==> config.mk <==
export PLATFORM = sky130hd
export DESIGN_NAME = mem_stage
export DESIGN_NICKNAME = d
export VERILOG_FILES = /design/src/rtl/mem_stage.sv
export SDC_FILE = /design/constraint.sdc
export NUM_CORES = 1
export LEC_CHECK = 0
export BUFFER_PORTS_ARGS = -buffer_cell sky130_fd_sc_hd__buf_2
export CORE_ASPECT_RATIO = 1.25
export CORE_MARGIN = 3
export CORE_UTILIZATION = 30
export CTS_BUF_LIST = sky130_fd_sc_hd__clkbuf_4
export DETAILED_ROUTE_END_ITERATION = 8
export SYNTH_ARGS = -nofsm -noshare
export SYNTH_HDL_FRONTEND = slang
export SYNTH_SLANG_ARGS = --single-unit
==> constraint.sdc <==
create_clock -name clk -period 3 [get_ports clk]
set_input_delay 0.6 -clock clk [delete_from_list [all_inputs] [get_ports clk]]
set_output_delay 0.6 -clock clk [all_outputs]
set_load 0.01 [all_outputs]
==> src/rtl/mem_stage.sv <==
// mem_stage: memory-access stage of the five-stage RISC-V core.
// ALU results pass straight through. Loads and stores run as little-endian
// byte-serial transfers on the 8-bit memory-controller port, and the
// pipeline is stalled until each access completes.
// Optional build macro: MEM_ALIGN_CHECK_EN adds mem_misalign and turns
// misaligned half/word accesses into no-ops.
module mem_stage #(
  parameter int ADDR_W = 32,
  parameter int DATA_W = 32
) (
  input  logic              clk,
  input  logic              rst,
  input  logic              rdy,
  input  logic [4:0]        ex_rd,
  input  logic [DATA_W-1:0] ex_vd,
  input  logic              ex_w_enable,
  input  logic [3:0]        ex_mem_op,
  input  logic [DATA_W-1:0] ex_store_data,
  output logic [4:0]        mem_rd,
  output logic [DATA_W-1:0] mem_vd,
  output logic              mem_w_enable,
  output logic              stall_req_mem,
  output logic              mc_valid,
  output logic              mc_wr,
  output logic [ADDR_W-1:0] mc_addr,
  output logic [7:0]        mc_wdata,
  input  logic              mc_ready,
  input  logic [7:0]        mc_rdata
`ifdef MEM_ALIGN_CHECK_EN
  ,
  output logic              mem_misalign
`endif
);

  localparam logic [3:0] OP_LB = 4'd1, OP_LH = 4'd2, OP_LW = 4'd3, OP_LBU = 4'd4,
                         OP_LHU = 4'd5, OP_SB = 4'd6, OP_SH = 4'd7, OP_SW = 4'd8;

  typedef enum logic [1:0] {IDLE, BUSY, DONE} state_t;

  state_t            state, state_d;
  logic [3:0]        op_q;
  logic [ADDR_W-1:0] base_q;
  logic [DATA_W-1:0] sd_q;
  logic [4:0]        rd_q;
  logic              we_q;
  logic [1:0]        cnt;
  logic [3:0][7:0]   rbuf;

  logic op_valid, fault, start, is_store;
  logic [1:0] last_idx;
  logic [DATA_W-1:0] ld_val;

  // Last byte index of the access: 0 for byte, 1 for half, 3 for word.
  function automatic logic [1:0] len_m1(input logic [3:0] op);
    case (op)
      OP_LH, OP_LHU, OP_SH: len_m1 = 2'd1;
      OP_LW, OP_SW:         len_m1 = 2'd3;
      default:              len_m1 = 2'd0;
    endcase
  endfunction

  assign op_valid = (ex_mem_op >= OP_LB) && (ex_mem_op <= OP_SW);
`ifdef MEM_ALIGN_CHECK_EN
  assign fault = op_valid &&
                 ((((ex_mem_op == OP_LH) || (ex_mem_op == OP_LHU) || (ex_mem_op == OP_SH)) && ex_vd[0]) ||
                  (((ex_mem_op == OP_LW) || (ex_mem_op == OP_SW)) && (ex_vd[1:0] != 2'b00)));
`else
  assign fault = 1'b0;
`endif
  assign start    = op_valid && !fault;
  assign is_store = (op_q >= OP_SB);
  assign last_idx = len_m1(op_q);

  // Sign/zero extension of the assembled load bytes.
  always_comb begin
    ld_val = DATA_W'(rbuf);
    case (op_q)
      OP_LB:   ld_val = {{(DATA_W-8){rbuf[0][7]}}, rbuf[0]};
      OP_LH:   ld_val = {{(DATA_W-16){rbuf[1][7]}}, rbuf[1], rbuf[0]};
      OP_LBU:  ld_val = DATA_W'(rbuf[0]);
      OP_LHU:  ld_val = DATA_W'({rbuf[1], rbuf[0]});
      default: ld_val = DATA_W'(rbuf);
    endcase
  end

  // Next-state logic: a byte completes only when the request is live (BUSY).
  always_comb begin
    state_d = state;
    case (state)
      IDLE:    if (start) state_d = BUSY;
      BUSY:    if (mc_ready && (cnt == last_idx)) state_d = DONE;
      DONE:    state_d = IDLE;
      default: state_d = IDLE;
    endcase
  end

  // State register; rdy low freezes the FSM.
  always_ff @(posedge clk or negedge rst) begin
    if (!rst)     state <= IDLE;
    else if (rdy) state <= state_d;
  end

  // Access context latch, byte counter and load assembly buffer.
  always_ff @(posedge clk or negedge rst) begin
    if (!rst) begin
      op_q <= '0; base_q <= '0; sd_q <= '0; rd_q <= '0; we_q <= 1'b0;
      cnt  <= '0; rbuf <= '0;
    end else if (rdy) begin
      if (state == IDLE && start) begin
        op_q   <= ex_mem_op;
        base_q <= ex_vd[ADDR_W-1:0];
        sd_q   <= ex_store_data;
        rd_q   <= ex_rd;
        we_q   <= ex_w_enable;
        cnt    <= '0;
        rbuf   <= '0;
      end else if (state == BUSY && mc_ready) begin
        if (!is_store) rbuf[cnt] <= mc_rdata;
        cnt <= cnt + 2'd1;
      end
    end
  end

  // Output decode; everything is forced low while reset is held.
  always_comb begin
    mem_rd        = '0;
    mem_vd        = '0;
    mem_w_enable  = 1'b0;
    stall_req_mem = 1'b0;
    mc_valid      = 1'b0;
    mc_wr         = 1'b0;
    mc_addr       = '0;
    mc_wdata      = '0;
`ifdef MEM_ALIGN_CHECK_EN
    mem_misalign  = 1'b0;
`endif
    if (rst) begin
      case (state)
        IDLE: begin
          if (start) begin
            stall_req_mem = 1'b1;
          end else if (fault) begin
`ifdef MEM_ALIGN_CHECK_EN
            mem_misalign = 1'b1;
`endif
          end else begin
            mem_rd       = ex_rd;
            mem_vd       = ex_vd;
            mem_w_enable = ex_w_enable;
          end
        end
        BUSY: begin
          stall_req_mem = 1'b1;
          mc_valid      = 1'b1;
          mc_wr         = is_store;
          mc_addr       = base_q + ADDR_W'(cnt);
          mc_wdata      = sd_q[{cnt, 3'b000} +: 8];
        end
        DONE: begin
          if (!is_store) begin
            mem_rd       = rd_q;
            mem_vd       = ld_val;
            mem_w_enable = we_q;
          end
        end
        default: ;
      endcase
    end
  end

endmodule

* Yosys cells after proc, flatten, opt, wreduce, memory -nomap -nowiden
Index checks and enable logic that the tools add are counted.
** Storage, ports and cells
- Memory bits (read-only) :: 0
- Input port bits :: 86
- RAM bits :: 0
- Register bits after elaboration :: 110
- Bits in latches :: 0
- Word-level logic and storage cells :: 81
- Memories :: 0
** Cells by class
- Div/mod/pow operators :: 0
- Eq/ne operators :: 13
- $mul :: 0
- Shift operators :: 1
- $lt $le $gt $ge :: 5
- Mux-type cells :: 36
- Reductions and logical operators :: 13
- Bitwise operators :: 0
- Add/subtract/negate cells :: 2
** Operators with widths (count)
- two-way mux 32 bit :: 8
- one-hot mux 32 bit (4 select lines) :: 1
- one-hot mux 32 bit (2 select lines) :: 1
- adder 32 x 2 -> 32 bit :: 1
- bitwise mux 32 bit :: 1
- indexed part select 32 x 6 -> 8 bit :: 1
- two-way mux 8 bit :: 3
- demux 8 bit (select 2 bit) :: 1
- two-way mux 5 bit :: 3
- equality test 4 x 3 -> 1 bit (second input constant) :: 3
- one-hot mux 5 bit (2 select lines) :: 1
- two-way mux 1 bit :: 9
- equality test 4 x 2 -> 1 bit (second input constant) :: 2
- two-way mux 2 bit :: 4
- one-hot mux 2 bit (2 select lines) :: 2
- AND reduction 3 bit :: 2
- logical AND 1 bit :: 5
- equality test 4 x 1 -> 1 bit (second input constant) :: 1
- equality test 4 bit (second input constant) :: 1
- greater-or-equal comparator 4 x 1 -> 1 bit (second input constant) :: 1
- greater-or-equal comparator 4 x 3 -> 1 bit (second input constant) :: 1
- less-or-equal comparator 4 bit (second input constant) :: 1
- inequality test 2 bit (second input constant) :: 2
- one-hot mux 1 bit (2 select lines) :: 2
- 12 further kinds :: 13

* Logic depth before layout (Yosys ltp)
- Depth in word-level cells :: 8
- Gate-level depth with buffers :: 8

* Worst setup path after synthesis
Ideal clock, no wire load.
- Kind :: register to output
- From :: reg cnt[0]
- To :: out mc_addr[26]
- Data required time :: 2.400 ns
- Cell stages (with the launch flop) :: 8
- Path slack :: 0.391 ns
- Arrival :: 2.009 ns
- Cell sequence :: dfrtp_1 ha_1 fa_1 nand2_1 nor3_2 nand2_2 or3_1 a21oi_1
** Between the ends
- Longest elaborated chain between the ends :: 3
** Ends and longest elaborated chain
- from (decl) :: RTL line 46 : logic [1:0] cnt;
- from (signal assigned) :: RTL line 119 : cnt <= cnt + 2'd1;
- adder 32 x 2 -> 32 bit :: RTL line 156 : mc_addr = base_q + ADDR_W'(cnt);
- two-way mux 32 bit :: RTL line 138 : case (state)
- two-way mux 32 bit :: RTL line 137 : if (rst) begin
- to (decl) :: RTL line 25 : output logic [ADDR_W-1:0] mc_addr,
No other way between the ends.

* Final worst setup path
Ends and elaborated chain as after synthesis.

==> impl_metrics.prom <==
# TYPE chip_impl_metric gauge
chip_impl_metric{name="fill_cells",unit=""} 1994
chip_impl_metric{name="combinationalPowerShare",unit=""} 0.474
chip_impl_metric{name="drt-wirelength-per-cell",unit="um"} 17.40
chip_impl_metric{name="sequential_cell_area_in_the_final_layout",unit="sq um"} 2763
chip_impl_metric{name="crit_required",unit="ns"} 2.40
chip_impl_metric{name="chipWidth",unit="um"} 133.8
chip_impl_metric{name="grt_pass1_vias",unit=""} 5208
chip_impl_metric{name="cts_htree_levels",unit=""} 3
chip_impl_metric{name="core",unit="sq um"} 19760
chip_impl_metric{name="clock_path_buffers",unit=""} 2
chip_impl_metric{name="setup-tns-final",unit="ns"} -0.001449
chip_impl_info{name="synth_area_leader_cell",value="sky130_fd_sc_hd__dfrtp_1"} 1
chip_impl_metric{name="port_buffers",unit=""} 166
chip_impl_info{name="synth.most_common_cell",value="sky130_fd_sc_hd__dfrtp_1"} 1
chip_impl_metric{name="fin_skew",unit="ns"} 0.02623
chip_impl_info{name="min_path_type",value="in2async"} 1
chip_impl_metric{name="postSynthNetCount",unit=""} 719
chip_impl_metric{name="clkSinkCount",unit=""} 110
chip_impl_metric{name="placement.setup.worst_slack",unit="ns"} 0.2800
chip_impl_metric{name="power.leakage",unit="nW"} 3.606
chip_impl_metric{name="global_route.usage.total",unit=""} 0.1673
chip_impl_metric{name="period_needed",unit="ns"} 3.001
chip_impl_metric{name="io_pins",unit=""} 167
chip_impl_metric{name="placed_cells_incl_taps",unit=""} 1038
chip_impl_metric{name="power.ir.vdd_worst",unit="V"} 0.0003372
chip_impl_metric{name="worstPathMaxFanout",unit=""} 3
chip_impl_metric{name="fin_hold_viols",unit=""} 0
chip_impl_metric{name="clk_pin_slew",unit="ns"} 0.19
chip_impl_metric{name="syn-cell-area",unit="sq um"} 6125
chip_impl_metric{name="max_freq",unit="MHz"} 333.2
chip_impl_metric{name="cpPeakStageDelay",unit="ns"} 0.44
chip_impl_info{name="cts_tree",value="yes"} 1
chip_impl_metric{name="timing.reg2reg.worst_path_depth",unit=""} 5
chip_impl_metric{name="timing_worst_slew_pin_value",unit="ns"} 0.7804
chip_impl_metric{name="multi_input_area",unit="sq um"} 3286
chip_impl_metric{name="power_switching_share",unit=""} 0.4118
chip_impl_metric{name="ant_nets",unit=""} 0
chip_impl_metric{name="post-route-drc-count",unit=""} 0
chip_impl_metric{name="overflow",unit=""} 0
chip_impl_metric{name="die_height",unit="um"} 165.8
chip_impl_metric{name="placement.cell_area",unit="sq um"} 7351
chip_impl_metric{name="power_switching",unit="mW"} 2.777
chip_impl_metric{name="total_chip_power",unit="mW"} 6.742
chip_impl_metric{name="cp_num_buf_inv",unit=""} 1
chip_impl_metric{name="normalized_max_slew_margin",unit=""} 0.4798
chip_impl_metric{name="synth_cell_types",unit=""} 48
chip_impl_metric{name="synth_largest_type_area_fraction",unit=""} 0.4494
chip_impl_metric{name="pin_count_of_the_biggest_net_entering_global_routing",unit=""} 61
chip_impl_metric{name="areaGrowthSynthToFinish",unit="%"} 27.40
chip_impl_info{name="timing_worst_setup_path_type",value="reg2out"} 1
chip_impl_metric{name="crit_cells",unit=""} 8
chip_impl_metric{name="cts_hold_buf",unit=""} 0
chip_impl_metric{name="number_of_clock_buffers_inserted_by_tritoncts",unit=""} 9
chip_impl_info{name="grt_setup_unrepaired",value="yes"} 1
chip_impl_metric{name="synth-edff-count",unit=""} 0
chip_impl_info{name="clockRootBuffer",value="sky130_fd_sc_hd__clkbuf_4"} 1
chip_impl_metric{name="grt_first_pass_wirelength",unit="mm"} 29.17
chip_impl_info{name="startpoint_type",value="flip-flop"} 1
chip_impl_metric{name="synth_cells",unit=""} 626
chip_impl_info{name="synth_top_cells_by_count",value="110 x sky130_fd_sc_hd__dfrtp_1, 93 x sky130_fd_sc_hd__nand2_1, 73 x sky130_fd_sc_hd__mux2_2, 71 x sky130_fd_sc_hd__nor2_1, 56 x sky130_fd_sc_hd__o21ai_0"} 1
chip_impl_metric{name="placement_rows",unit=""} 57
chip_impl_metric{name="seq_area_frac_synth",unit=""} 0.4494
chip_impl_metric{name="detailroute.via_count",unit=""} 5207
chip_impl_metric{name="die_area",unit="sq um"} 22180
chip_impl_metric{name="iter_0_drt_violations",unit=""} 224
chip_impl_metric{name="finalSetupViolCount",unit=""} 1
chip_impl_metric{name="synth_warnings",unit=""} 0
chip_impl_info{name="run_status",value="finished, violations left"} 1
chip_impl_info{name="yosys_most_used_dff",value="sky130_fd_sc_hd__dfrtp_1"} 1
chip_impl_metric{name="seq_power_share",unit=""} 0.419
chip_impl_metric{name="clock_insertion_delay_worst_skew",unit="ns"} 0.50
chip_impl_metric{name="max-cap-violations",unit=""} 0
chip_impl_metric{name="ys_ff_latch",unit=""} 110
chip_impl_info{name="cells_traversed_along_the_worst_timing_path",value="ha_4 -> fa_2 -> nand2_4 -> nor3_4 -> nand2_2 -> or3_4 -> a21oi_2 -> buf_2"} 1
chip_impl_metric{name="detailed_place_hpwl",unit="mm"} 13.63
chip_impl_metric{name="post_route_cells_drive_above_1_share",unit=""} 0.4296
chip_impl_metric{name="globalplace.congestion",unit=""} 0.8237
chip_impl_metric{name="grt_antenna_before_repair",unit=""} 1
chip_impl_metric{name="final_area",unit="sq um"} 7802
chip_impl_metric{name="pwr_density_cell",unit="nW/um^2"} 864.0
chip_impl_metric{name="p_clk_frac",unit=""} 0.107
chip_impl_metric{name="avgViaCountPerCell",unit=""} 4.839
chip_impl_metric{name="fin_nets",unit=""} 899
chip_impl_metric{name="cell_internal_power",unit="mW"} 3.965
chip_impl_info{name="violated_checks",value="setup timing"} 1
chip_impl_info{name="slowest_stage",value="sky130_fd_sc_hd__dfrtp_1"} 1
chip_impl_metric{name="initial_utilization",unit=""} 0.3100
chip_impl_info{name="end_kind",value="primary output"} 1
chip_impl_metric{name="layout.cells.non_filler",unit=""} 1076
chip_impl_metric{name="async_reset_ff_frac",unit=""} 1.000
chip_impl_info{name="cp_top_family",value="simple AND/OR/NAND/NOR gates"} 1
chip_impl_metric{name="detail_route.wirelength",unit="mm"} 18.73
chip_impl_info{name="netlist_top_cells_area",value="sky130_fd_sc_hd__dfrtp_1 45%, sky130_fd_sc_hd__mux2_2 13%, sky130_fd_sc_hd__nand2_1 5.7%"} 1
chip_impl_metric{name="cp.arrival",unit="ns"} 2.40
chip_impl_metric{name="drt_pass1_iterations",unit=""} 4
chip_impl_metric{name="synth_area_per_cell",unit="sq um"} 9.784
chip_impl_metric{name="final.period_utilization",unit=""} 1.000
chip_impl_metric{name="layout_setup_ws",unit="ns"} -0.001449
chip_impl_metric{name="final_max_slew_viol_count",unit=""} 0
path summary, 6_finish.rpt:
| check | startpoint | endpoint | slack (ns) |
|---|---|---|---|
| max | cnt[0]$_DFFE_PN0P_ | mc_addr[26] | -0.001 |
| min | rst | rbuf[14]$_DFFE_PN0P_ | 0.23 |
| max reg2reg | state[0]$_DFFE_PN0P_ | we_q$_DFFE_PN0P_ | 0.99 |
| min reg2reg | sd_q[17]$_DFFE_PN0P_ | sd_q[17]$_DFFE_PN0P_ | 0.52 |
| max in group asynchronous | rst | base_q[3]$_DFFE_PN0P_ | 1.47 |
| min in group clk | ex_store_data[6] | sd_q[6]$_DFFE_PN0P_ | 0.33 |
kinds of logic (layout without fill, tap and decap cells):
kind of cell | count (synthesis) | in the layout | synth area share
DFF | 110 | 110 | 0.4494
buffers and inverters | 53 | 237 | 0.03861
and+or+nand+nor | 242 | 242 | 0.1902
AOI/OAI and AO/OA | 102 | 102 | 0.09704
muxes | 81 | 81 | 0.1636
other | 0 | 1 | 0
xor gates and xnor gates | 31 | 31 | 0.04556
adders and majority gates | 7 | 7 | 0.01553
stage by stage:
step	util	hold slack, ns
2_1_floorplan	-	0.3044
3_3_place_gp	0.3721	0.4840
3_5_place_dp	0.3721	0.4889
4_1_cts	0.3828	0.2106
5_1_grt	0.3950	0.2335
6_report	0.3950	0.2289
flip-flops by register name (all words and copies together) (netlist names):
signal / count
rbuf: 32
cnt: 2
we_q: 1
sd_q: 32
rd_q: 5
state: 2
op_q: 4
base_q: 32
power by group through the flow:
stage / registers (mW) / clock network, mW / logic (mW)
6_report: 2.82 / 0.722 / 3.20
5_1_grt: 2.93 / 0.821 / 3.54
4_1_cts: 2.79 / 0.760 / 3.02
3_3_place_gp: 2.81 / 0 / 2.93
3_5_place_dp: 2.83 / 0 / 2.95
2_1_floorplan: 2.60 / 0 / 2.11
final cells by class:
type | count | area share
Antenna cell | 1 | 0.0003207
Clock buffer | 10 | 0.009622
Inverter | 10 | 0.004811
Clock inverter | 5 | 0.005613
Sequential cell | 110 | 0.3541
Timing Repair Buffer | 212 | 0.1620
Multi-Input combinational cell | 463 | 0.4211
Tap cell | 265 | 0.04250
layer usage:
metal	share of wire	global-route usage
met1	0.43	0.2146
met2	0.49	0.2793
met3	0.064	0.04242
met4	0.018	0.04743
met5	0	0
timing repair:
item,4_1_cts,5_1_grt
pin swaps,7,10
buffers inserted,4,18
gates cloned,1,0
setup endpoints to repair,20,40
resized for setup,15,27
placed cells by master (no fill, tap or decap), types with 6 or more instances in the layout:
master / count
sky130_fd_sc_hd__buf_2: 164
sky130_fd_sc_hd__dfrtp_1: 102
sky130_fd_sc_hd__nand2_1: 89
sky130_fd_sc_hd__mux2_2: 73
sky130_fd_sc_hd__nor2_1: 71
sky130_fd_sc_hd__o21ai_0: 56
sky130_fd_sc_hd__buf_4: 36
sky130_fd_sc_hd__xor2_1: 23
sky130_fd_sc_hd__a22oi_1: 14
sky130_fd_sc_hd__and3_1: 14
sky130_fd_sc_hd__nand3_1: 13
sky130_fd_sc_hd__a21oi_1: 12
sky130_fd_sc_hd__nand4_1: 12
sky130_fd_sc_hd__inv_1: 10
sky130_fd_sc_hd__clkbuf_4: 10
sky130_fd_sc_hd__mux4_2: 8
sky130_fd_sc_hd__dfrtp_2: 8
sky130_fd_sc_hd__a2bb2oi_1: 7
sky130_fd_sc_hd__xnor2_1: 6
sky130_fd_sc_hd__nand3_2: 6
sky130_fd_sc_hd__buf_6: 6
Power figures use the tool's default switching activity.
